`config.mk`:
```
export PLATFORM = sky130hd
export DESIGN_NAME = instr_sequencer
export DESIGN_NICKNAME = d
export VERILOG_FILES = /design/src/rtl/instr_sequencer.sv
export SDC_FILE = /design/constraint.sdc
export NUM_CORES = 1
export LEC_CHECK = 0
export CAP_MARGIN = 5
export CORE_MARGIN = 1.5
export CORE_UTILIZATION = 42
export DETAILED_ROUTE_END_ITERATION = 8
export GPL_TIMING_DRIVEN = 0
export PLACE_DENSITY = 0.59
export RECOVER_POWER = 100
export SLEW_MARGIN = 40
export SYNTH_ARGS = -nofsm -noshare
export SYNTH_HDL_FRONTEND = slang
export SYNTH_SLANG_ARGS = --single-unit
```
`constraint.sdc`:
```
create_clock -name clock -period 4.7 [get_ports clock]
set_clock_uncertainty 0.1 [all_clocks]
set_input_delay 0.705 -clock clock [delete_from_list [all_inputs] [get_ports clock]]
set_output_delay 0.705 -clock clock [all_outputs]
set_load 0.01 [all_outputs]
```
`src/rtl/instr_sequencer.sv`:
```
// Purpose: steps a small instruction store through the processor control unit, one word per Run/Done handshake.
// Latency: a word reaches instruction/Run 2 cycles after FETCH; the next FETCH starts on the cycle after Done.
// Backpressure: Run stays high until Done arrives; a watchdog aborts the run after TIMEOUT cycles without Done.
//
// Ports:
//   clock, Rest                        - clock and synchronous active-high reset
//   prog_we, prog_addr, prog_data      - store write port, only honoured while idle
//   start, len                         - launch a run of len words (1..DEPTH) from word 0
//   Done                               - one-cycle completion pulse from the processor
//   instruction, Run                   - word presented to the processor and its run enable
//   busy, pc, issued_cnt               - activity flag, current word index, words completed
//   finished, halted, timeout_err      - end-of-run pulse, HALT-terminated flag, watchdog-abort flag
module instr_sequencer #(
  parameter int DEPTH   = 32,
  parameter int AW      = 5,
  parameter int TIMEOUT = 15
) (
  input  logic          clock,
  input  logic          Rest,
  input  logic          prog_we,
  input  logic [AW-1:0] prog_addr,
  input  logic [15:0]   prog_data,
  input  logic          start,
  input  logic [AW:0]   len,
  input  logic          Done,
  output logic [15:0]   instruction,
  output logic          Run,
  output logic          busy,
  output logic [AW-1:0] pc,
  output logic [AW:0]   issued_cnt,
  output logic          finished,
  output logic          halted,
  output logic          timeout_err
);

  localparam int             WDW     = $clog2(TIMEOUT + 1);
  localparam logic [AW:0]    DEPTH_W = (AW+1)'(DEPTH);
  localparam logic [WDW-1:0] WD_LAST = WDW'(TIMEOUT - 1);

  typedef enum logic [2:0] {S_IDLE, S_FETCH, S_CHECK, S_EXEC, S_FINISH} state_t;

  state_t        state, state_nxt;
  logic [15:0]   mem [DEPTH];
  logic [15:0]   rd_word;
  logic [AW:0]   len_q;
  logic [WDW-1:0] wd;
  logic          len_ok;
  logic          is_halt;
  logic          last_word;
  logic          wd_expired;

  assign len_ok     = (len != '0) && (len <= DEPTH_W);
  assign is_halt    = (rd_word[15:13] == 3'b111);
  assign last_word  = (({1'b0, pc} + {{AW{1'b0}}, 1'b1}) == len_q);
  // wd counts completed EXEC cycles, so the last permitted cycle sees TIMEOUT-1
  assign wd_expired = (wd == WD_LAST);

  // Store: no reset, so a loaded program survives Rest.
  always_ff @(posedge clock) begin
    if (prog_we && (state == S_IDLE)) begin
      mem[prog_addr] <= prog_data;
    end
  end

  always_ff @(posedge clock) begin
    if (Rest) begin
      state <= S_IDLE;
    end else begin
      state <= state_nxt;
    end
  end

  always_comb begin
    state_nxt = state;
    Run       = 1'b0;
    busy      = 1'b1;
    finished  = 1'b0;
    case (state)
      S_IDLE: begin
        busy = 1'b0;
        if (start) begin
          state_nxt = len_ok ? S_FETCH : S_FINISH;
        end
      end
      S_FETCH: state_nxt = S_CHECK;
      S_CHECK: state_nxt = is_halt ? S_FINISH : S_EXEC;
      S_EXEC: begin
        Run = 1'b1;
        // Done takes priority over a simultaneous watchdog expiry
        if (Done) begin
          state_nxt = last_word ? S_FINISH : S_FETCH;
        end else if (wd_expired) begin
          state_nxt = S_FINISH;
        end
      end
      S_FINISH: begin
        finished  = 1'b1;
        state_nxt = S_IDLE;
      end
      default: state_nxt = S_IDLE;
    endcase
  end

  always_ff @(posedge clock) begin
    if (Rest) begin
      instruction <= '0;
      pc          <= '0;
      issued_cnt  <= '0;
      halted      <= 1'b0;
      timeout_err <= 1'b0;
      wd          <= '0;
      len_q       <= '0;
      rd_word     <= '0;
    end else begin
      case (state)
        S_IDLE: begin
          // Any start (valid or not) opens a new run, so the result fields restart.
          if (start) begin
            pc          <= '0;
            issued_cnt  <= '0;
            halted      <= 1'b0;
            timeout_err <= 1'b0;
            wd          <= '0;
            if (len_ok) begin
              len_q <= len;
            end
          end
        end
        S_FETCH: rd_word <= mem[pc];
        S_CHECK: begin
          instruction <= rd_word;
          if (is_halt) begin
            halted <= 1'b1;
          end
        end
        S_EXEC: begin
          if (Done) begin
            wd <= '0;
            if (issued_cnt != DEPTH_W) begin
              issued_cnt <= issued_cnt + (AW+1)'(1);
            end
            if (!last_word) begin
              pc <= pc + AW'(1);
            end
          end else if (wd_expired) begin
            wd          <= '0;
            timeout_err <= 1'b1;
          end else begin
            wd <= wd + WDW'(1);
          end
        end
        default: ;
      endcase
    end
  end

endmodule

```
==> results of run 1 <==
[cell families after synthesis]
kind of cell / synth area share [%]
adder cells (fa/ha/maj): 0.282
AO/OA/AOI/OAI: 3.64
flip-flops: 74.4
buffers and inverters: 1.63
AND/OR/NAND/NOR: 4.46
multiplexers: 15.1
XOR/XNOR: 0.473
[path summary, 6_finish.rpt]
check,end,slack [ns],start,depth (start not counted)
setup / recovery,mem[7][5],0.80,state[0],5
setup reg to reg,mem[7][5],0.80,state[0],5
hold reg to reg,instruction[2],0.35,instruction[2],2
hold / removal,instruction[2],0.35,instruction[2],2
[tightest hold or removal path, cell delays in order, from the launching register on]
cell and delay, ns:
dfxtp_1 0.30, nand2_1 0.05, a21oi_1 0.05
[power by group]
group,internal [mW],switching (mW),total [mW]
Clock,2.96,1.93,4.89
Sequential,5.58,0.0230,5.60
Combinational,0.102,0.251,0.353
[cells in the final DEF, fill, tap and decap left out, types with 4 or more instances in the layout]
cell type / instances
edfxtp_1: 512
mux4_2: 109
nor2_1: 78
mux2i_1: 76
clkbuf_16: 61
nand2_1: 59
dfxtp_1: 58
a21oi_1: 57
clkbuf_1: 57
dlygate4sd3_1: 33
o22ai_1: 32
buf_8: 21
nor3_1: 18
buf_4: 15
o31ai_1: 14
nand3_1: 13
clkinv_2: 13
clkdlybuf4s50_1: 13
mux2_2: 12
bufinv_16: 11
buf_2: 9
clkinv_1: 9
xor2_1: 8
inv_1: 8
buf_16: 8
o21ai_0: 7
nor2_4: 7
nand2b_1: 7
nand3b_1: 6
nand4_1: 5
or3_1: 5
ha_1: 5
clkinvlp_4: 5
nor4_1: 4
xnor2_1: 4
buf_1: 4
[layer usage]
layer	global-route usage (%)	part of all wire, %	vias to the layer above
met1	29.3	42	6149
met5	0	0	-
li1	-	-	5176
met3	2.92	6.2	90
met4	6.33	2.6	0
met2	35.3	49	438
[sequential cells by signal (all words and copies together), names as in the netlist]
register,flops
pc,5
issued_cnt,6
rd_word,16
len_q,6
instruction,16
state,3
timeout_err,1
wd,4
halted,1
mem,512
[area by class of cell]
cell class | count | area, µm² | area share [%]
clock buffer | 65 | 1540 | 5.87
sequential | 570 | 16500 | 63.0
clock inverter | 44 | 508 | 1.93
timing repair buffer | 97 | 1080 | 4.11
inverter | 9 | 33.8 | 0.129
tap | 688 | 861 | 3.28
multi-input combinational | 564 | 5370 | 20.4
antenna | 2 | 5.00 | 0.0191
buffer | 63 | 322 | 1.22
[through the flow]
| step | hold slack [ns] | setup slack, ns | area (µm²) | total power, mW |
|---|---|---|---|---|
| after floorplan | 0.332 | 2.01 | 22200 | 5.86 |
| after global placement | 0.347 | 0.388 | 23700 | 6.05 |
| after detailed placement | 0.347 | 1.43 | 24500 | 6.09 |
| after CTS | 0.357 | 1.31 | 26600 | 11.0 |
| after global routing | 0.368 | 0.672 | 26200 | 11.1 |
| final | 0.352 | 0.802 | 26300 | 10.8 |
==> metrics, run 1 <==
Via Count=11853; Synthesis Warnings=0; violated checks=capacitance limit, slew limit; Final Cycle Share=82.9%; Seq/Total Area, Yosys=74.4%; Max rail drop VDD=0.294 mV; dpl cells=1991; Synth top area share=69.2%; Top Ports=64; CP Buf/Inv Count=2; post-route ant nets=0; H-tree depth=2; Fin. Hold Viols=0; clock-pin transition on the worst setup and hold timing paths=0.06 ns; CP dominant cell by count=clkbuf_1; Finish-stage setup viols=0; critical-path cell list=clkbuf_1 -> nor3_1 -> nand4_1 -> nor2_1 -> clkbuf_1; syn avg cell area=18.4 µm²; CTS tree=built; Residual DRC=0; Min-Delay Path Class=flip-flop to flip-flop; Layout Cells excl Fill=2102; critical path launch point type=flip-flop; Die Ht=233 µm; Die ar.=0.0543 mm²; crit end category=flip-flop; 1st-iter DRT viols=1204; clock period minus worst slack=3.90 ns; Worst Path Required=4.82 ns; port bufs=62; CP top delay family=simple AND/OR/NAND/NOR gates; Slew headroom=-24.8%; Fmax achieved=0.257 GHz; Slew Viols, Final=200; synth top area cells=edfxtp_1, mux4_2, dfxtp_1; P per Cell Area=413 mW/mm²; run status=finished with violations; Post-Route Setup TNS=0 ns; number of setup buffers added after CTS=0; first-pass GRT wire length=82200 µm; CP Max Fanout=11; initial antenna violation count=1; chip width=233 µm; Yosys top cell by area=edfxtp_1; top_reg_cell synth=edfxtp_1; pin count of the biggest net entering global routing=33; fillcell total=4266; drt wl/cell=26.6 µm; number of global-route vias before repair=11879; max_cap viols=6; clock latency at the later pin of the worst-skew pair=0.62 ns; TritonCTS Buffers=59; ys async rst share=0%; clk buf depth=3; starting density of the core=42.4%; Mapped Cells=1206; most frequent cells after synthesis=edfxtp_1, mux4_2, nor2_1, mux2i_1, nand2_1; post_cts resized=0; Area growth syn-to-layout=18.2%; Worst Tran Pin Value=1.87 ns; critical path arrival=4.02 ns; slowest stage cell, crit path=nor3_1; RSZ-0062 raised after global routing=no; Distinct cells, synth=53; vias per std cell=5.64; CTS Hold Bufs=0; CTS Root Cell=clkbuf_16; fin util=50.1%; #FFs+latches synth=570; leak pwr=8.18 nW; most common cell in the synthesized netlist=edfxtp_1; share of cells above drive strength 1=20.3%; count of flip-flops with a built-in enable after synthesis=512; drt pass-1 iters=5; GPL Wtd Cong=0.854; DPL Wire Length=37800 µm; Total GRT Usage=21.3%; CORE AREA=0.0524 mm²; synthesized cell area=0.0222 mm²; CTS Sinks=570; row count=84; crit-path max cell delay=1.04 ns; syn_nets=1243; grt ovf=0; critical path class=flip-flop to flip-flop; total wire length=55900 µm; fin nets=1401
Note: power is estimated with default switching activity, not from simulation.
==> run 2: changes to the inputs <==
- PLACE_DENSITY: 0.59 -> 0.61
- clock period: 4.7 -> 3.57 ns (I/O delays scaled with it)
==> run 2 against run 1 <==
Against the previous run: the run still ends with capacitance limit, slew limit left; first-iteration DRC count is 4.8% higher; clock-buffer cell count up 1; total power rose by 27%; critical endpoint is now mem[24][12]; sequential power increased by 32%; largest cell class unchanged; non-clock buffer count down 1; hold slack got worse by 0.0015 ns; via count fell by 0.34%; largest power group unchanged; combinational power rose by 34%; cell area shrank 0.77%; core utilization fell by 0.38 points.
==> metrics, run 2 (synthesis gave the netlist of run 1 again) <==
drt wl/cell=26.4 µm (was 26.6 µm); P per Cell Area=527 mW/mm² (was 413 mW/mm²); fin area=0.0261 mm² (was 0.0263 mm²); crit end category=flip-flop (unchanged); clock-pin transition on the worst setup and hold timing paths=0.06 ns (about the same); TritonCTS Buffers=57 (was 59); Top Ports=64 (unchanged); CTS Sinks=570 (unchanged); vias per std cell=5.63 (was 5.64); violated checks=capacitance limit, slew limit (unchanged); Clock Power Share=42.9% (was 45.1%); initial antenna violation count=1 (unchanged); most frequent cells in the layout=edfxtp_1, mux4_2, mux2i_1 (was edfxtp_1, mux4_2, nor2_1); Final Cycle Share=93.3% (was 82.9%); switching fraction of total power=20.8% (was 20.3%); cell depth of the worst setup path=7 (was 5); number of global-route vias before repair=11907 (was 11879); Worst Tran Pin Value=1.86 ns (was 1.87 ns); Die Ht=233 µm (unchanged); port bufs=62 (unchanged); CP Buf/Inv Count=3 (was 2); Fmax achieved=0.300 GHz (was 0.257 GHz); first-pass GRT wire length=80600 µm (was 82200 µm); CTS Hold Bufs=0 (unchanged); internal power=10.9 mW (was 8.64 mW); clock latency at the later pin of the worst-skew pair=0.62 ns (about the same); Worst Path Required=3.79 ns (was 4.82 ns); worst r2r dst=mem[24][12] (was mem[7][5]); RSZ-0062 raised after global routing=no (unchanged); number of setup buffers added after CTS=0 (unchanged); fin nets=1398 (was 1401); DPL Wire Length=37100 µm (was 37800 µm); share of cells above drive strength 1=20.9% (was 20.3%); post_cts resized=0 (unchanged); critical path class=flip-flop to flip-flop (unchanged); Sw Pwr=2.85 mW (was 2.21 mW); Logic pwr share=3.4% (was 3.3%); uppermost layer routed=met4 (unchanged); final hold slack=0.351 ns (was 0.352 ns); starting density of the core=42.4% (unchanged); post-route ant nets=0 (unchanged); 1st-iter DRT viols=1262 (was 1204); cell count of the worst reg-to-reg path=7 (was 5); met2 WL=26800 µm (was 27400 µm); CP dominant cell by count=clkbuf_1 (unchanged); row count=84 (unchanged); wire length on met1=22300 µm (was 23600 µm); crit path from=state[0] (unchanged); fin util=49.7% (was 50.1%); Slew Viols, Final=314 (was 200); commonest non-fill, non-tap cell in the layout=edfxtp_1 (unchanged); Residual DRC=0 (unchanged); top flop regs=mem x512, instruction x16, rd_word x16 (unchanged); Max rail drop VDD=0.354 mV (was 0.294 mV); Seq pwr share=53.7% (was 51.7%); leak pwr=8.06 nW (was 8.18 nW); Die ar.=0.0543 mm² (unchanged); critical path arrival=3.55 ns (was 4.02 ns); H-tree depth=2 (unchanged); CP Max Fanout=10 (was 11); Slew headroom=-24.0% (was -24.8%); CP top delay family=simple AND/OR/NAND/NOR gates (unchanged); grt ovf=0 (unchanged); Largest Register=mem (unchanged); CTS tree=built (unchanged); Total GRT Usage=21.0% (was 21.3%); Via Count=11813 (was 11853); run status=finished with violations (unchanged); Reg-to-Reg Start=state[0] (unchanged); GPL Wtd Cong=0.818 (was 0.854); CTS Root Cell=clkbuf_16 (unchanged); pin count of the biggest net entering global routing=33 (unchanged); total wire length=55300 µm (was 55900 µm); clock period minus worst slack=3.33 ns (was 3.90 ns); Fin. Hold Viols=0 (unchanged); chip width=233 µm (unchanged); Largest register FFs=512 (unchanged); max_cap viols=10 (was 6); Min-Delay Path Class=flip-flop to flip-flop (unchanged); CORE AREA=0.0524 mm² (unchanged); Finish-stage setup viols=0 (unchanged); met3 WL post-DR=4110 µm (was 3460 µm); slowest stage cell, crit path=nor3_2 (was nor3_1); crit path to=mem[24][12] (was mem[7][5]); Post-DP Area=0.0245 mm² (about the same); crit-path max cell delay=0.71 ns (was 1.04 ns); critical-path cell list=clkbuf_1 -> nor3_2 -> nand2_1 -> or3_1 -> clkbuf_1 -> nor2_4 -> buf_8 (was clkbuf_1 -> nor3_1 -> nand4_1 -> nor2_1 -> clkbuf_1); Post-Route Setup TNS=0 ns (unchanged); FF-to-FF setup slack=0.24 ns (was 0.80 ns); clk buf depth=3 (unchanged); critical path launch point type=flip-flop (unchanged); Area growth syn-to-layout=17.3% (was 18.2%); drt pass-1 iters=5 (unchanged)
run 2: area by class of cell:
class | instances | area [µm²]
fill | 4219 | 26400
sequential | 570 | 16500
multi-input combinational | 564 | 5470
clock buffer | 66 | 1480
timing repair buffer | 96 | 978
tap | 688 | 861
clock inverter | 40 | 367
buffer | 63 | 327
inverter | 9 | 33.8
antenna | 1 | 2.50
run 2: power groups by stage:
stage | Clock, mW | Combinational [mW] | Sequential, mW
after floorplan | 0 | 0.212 | 7.51
after global placement | 0 | 0.448 | 7.52
after detailed placement | 0 | 0.497 | 7.51
after CTS | 6.00 | 0.498 | 7.37
after global routing | 6.25 | 0.514 | 7.38
final | 5.89 | 0.472 | 7.38
run 2: worst reg2reg max path: stages (launching register included):
cell and delay, ns:
dfxtp_1 0.33, clkbuf_1 0.22, nor3_2 0.72, nand2_1 0.20
or3_1 0.35, clkbuf_1 0.43, nor2_4 0.50, buf_8 0.20
run 2: through the flow:
stage	worst slack, ns	cells	power, mW
floorplan	0.885	1206	7.72
global placement	-0.793	1956	7.97
detailed placement	0.205	1990	8.01
CTS	0.175	2096	13.9
global route	0.125	2096	14.1
finish	0.240	2097	13.7
run 2: metal layers:
layer / track usage [%] / vias up
met3: 4.20 / 101
met1: 27.4 / 6043
met5: 0 / -
met2: 34.4 / 492
met4: 8.61 / 0
li1: - / 5177
run 2: how the worst min path moves through the flow:
stage,cells past startpoint,endpoint,start,slack (ns)
after floorplan,2,instruction[7],rd_word[7],0.33
after global placement,2,instruction[10],instruction[10],0.34
after detailed placement,2,instruction[10],instruction[10],0.35
after CTS,1,mem[27][12],prog_data[12],0.25
after global routing,2,instruction[0],instruction[0],0.37
final,2,instruction[0],instruction[0],0.35
==> run 3: changes to the inputs <==
- HOLD_SLACK_MARGIN: default -> 0.02
==> results of run 3 <==
Final layout, timing and power as in run 2 (identical DEF).
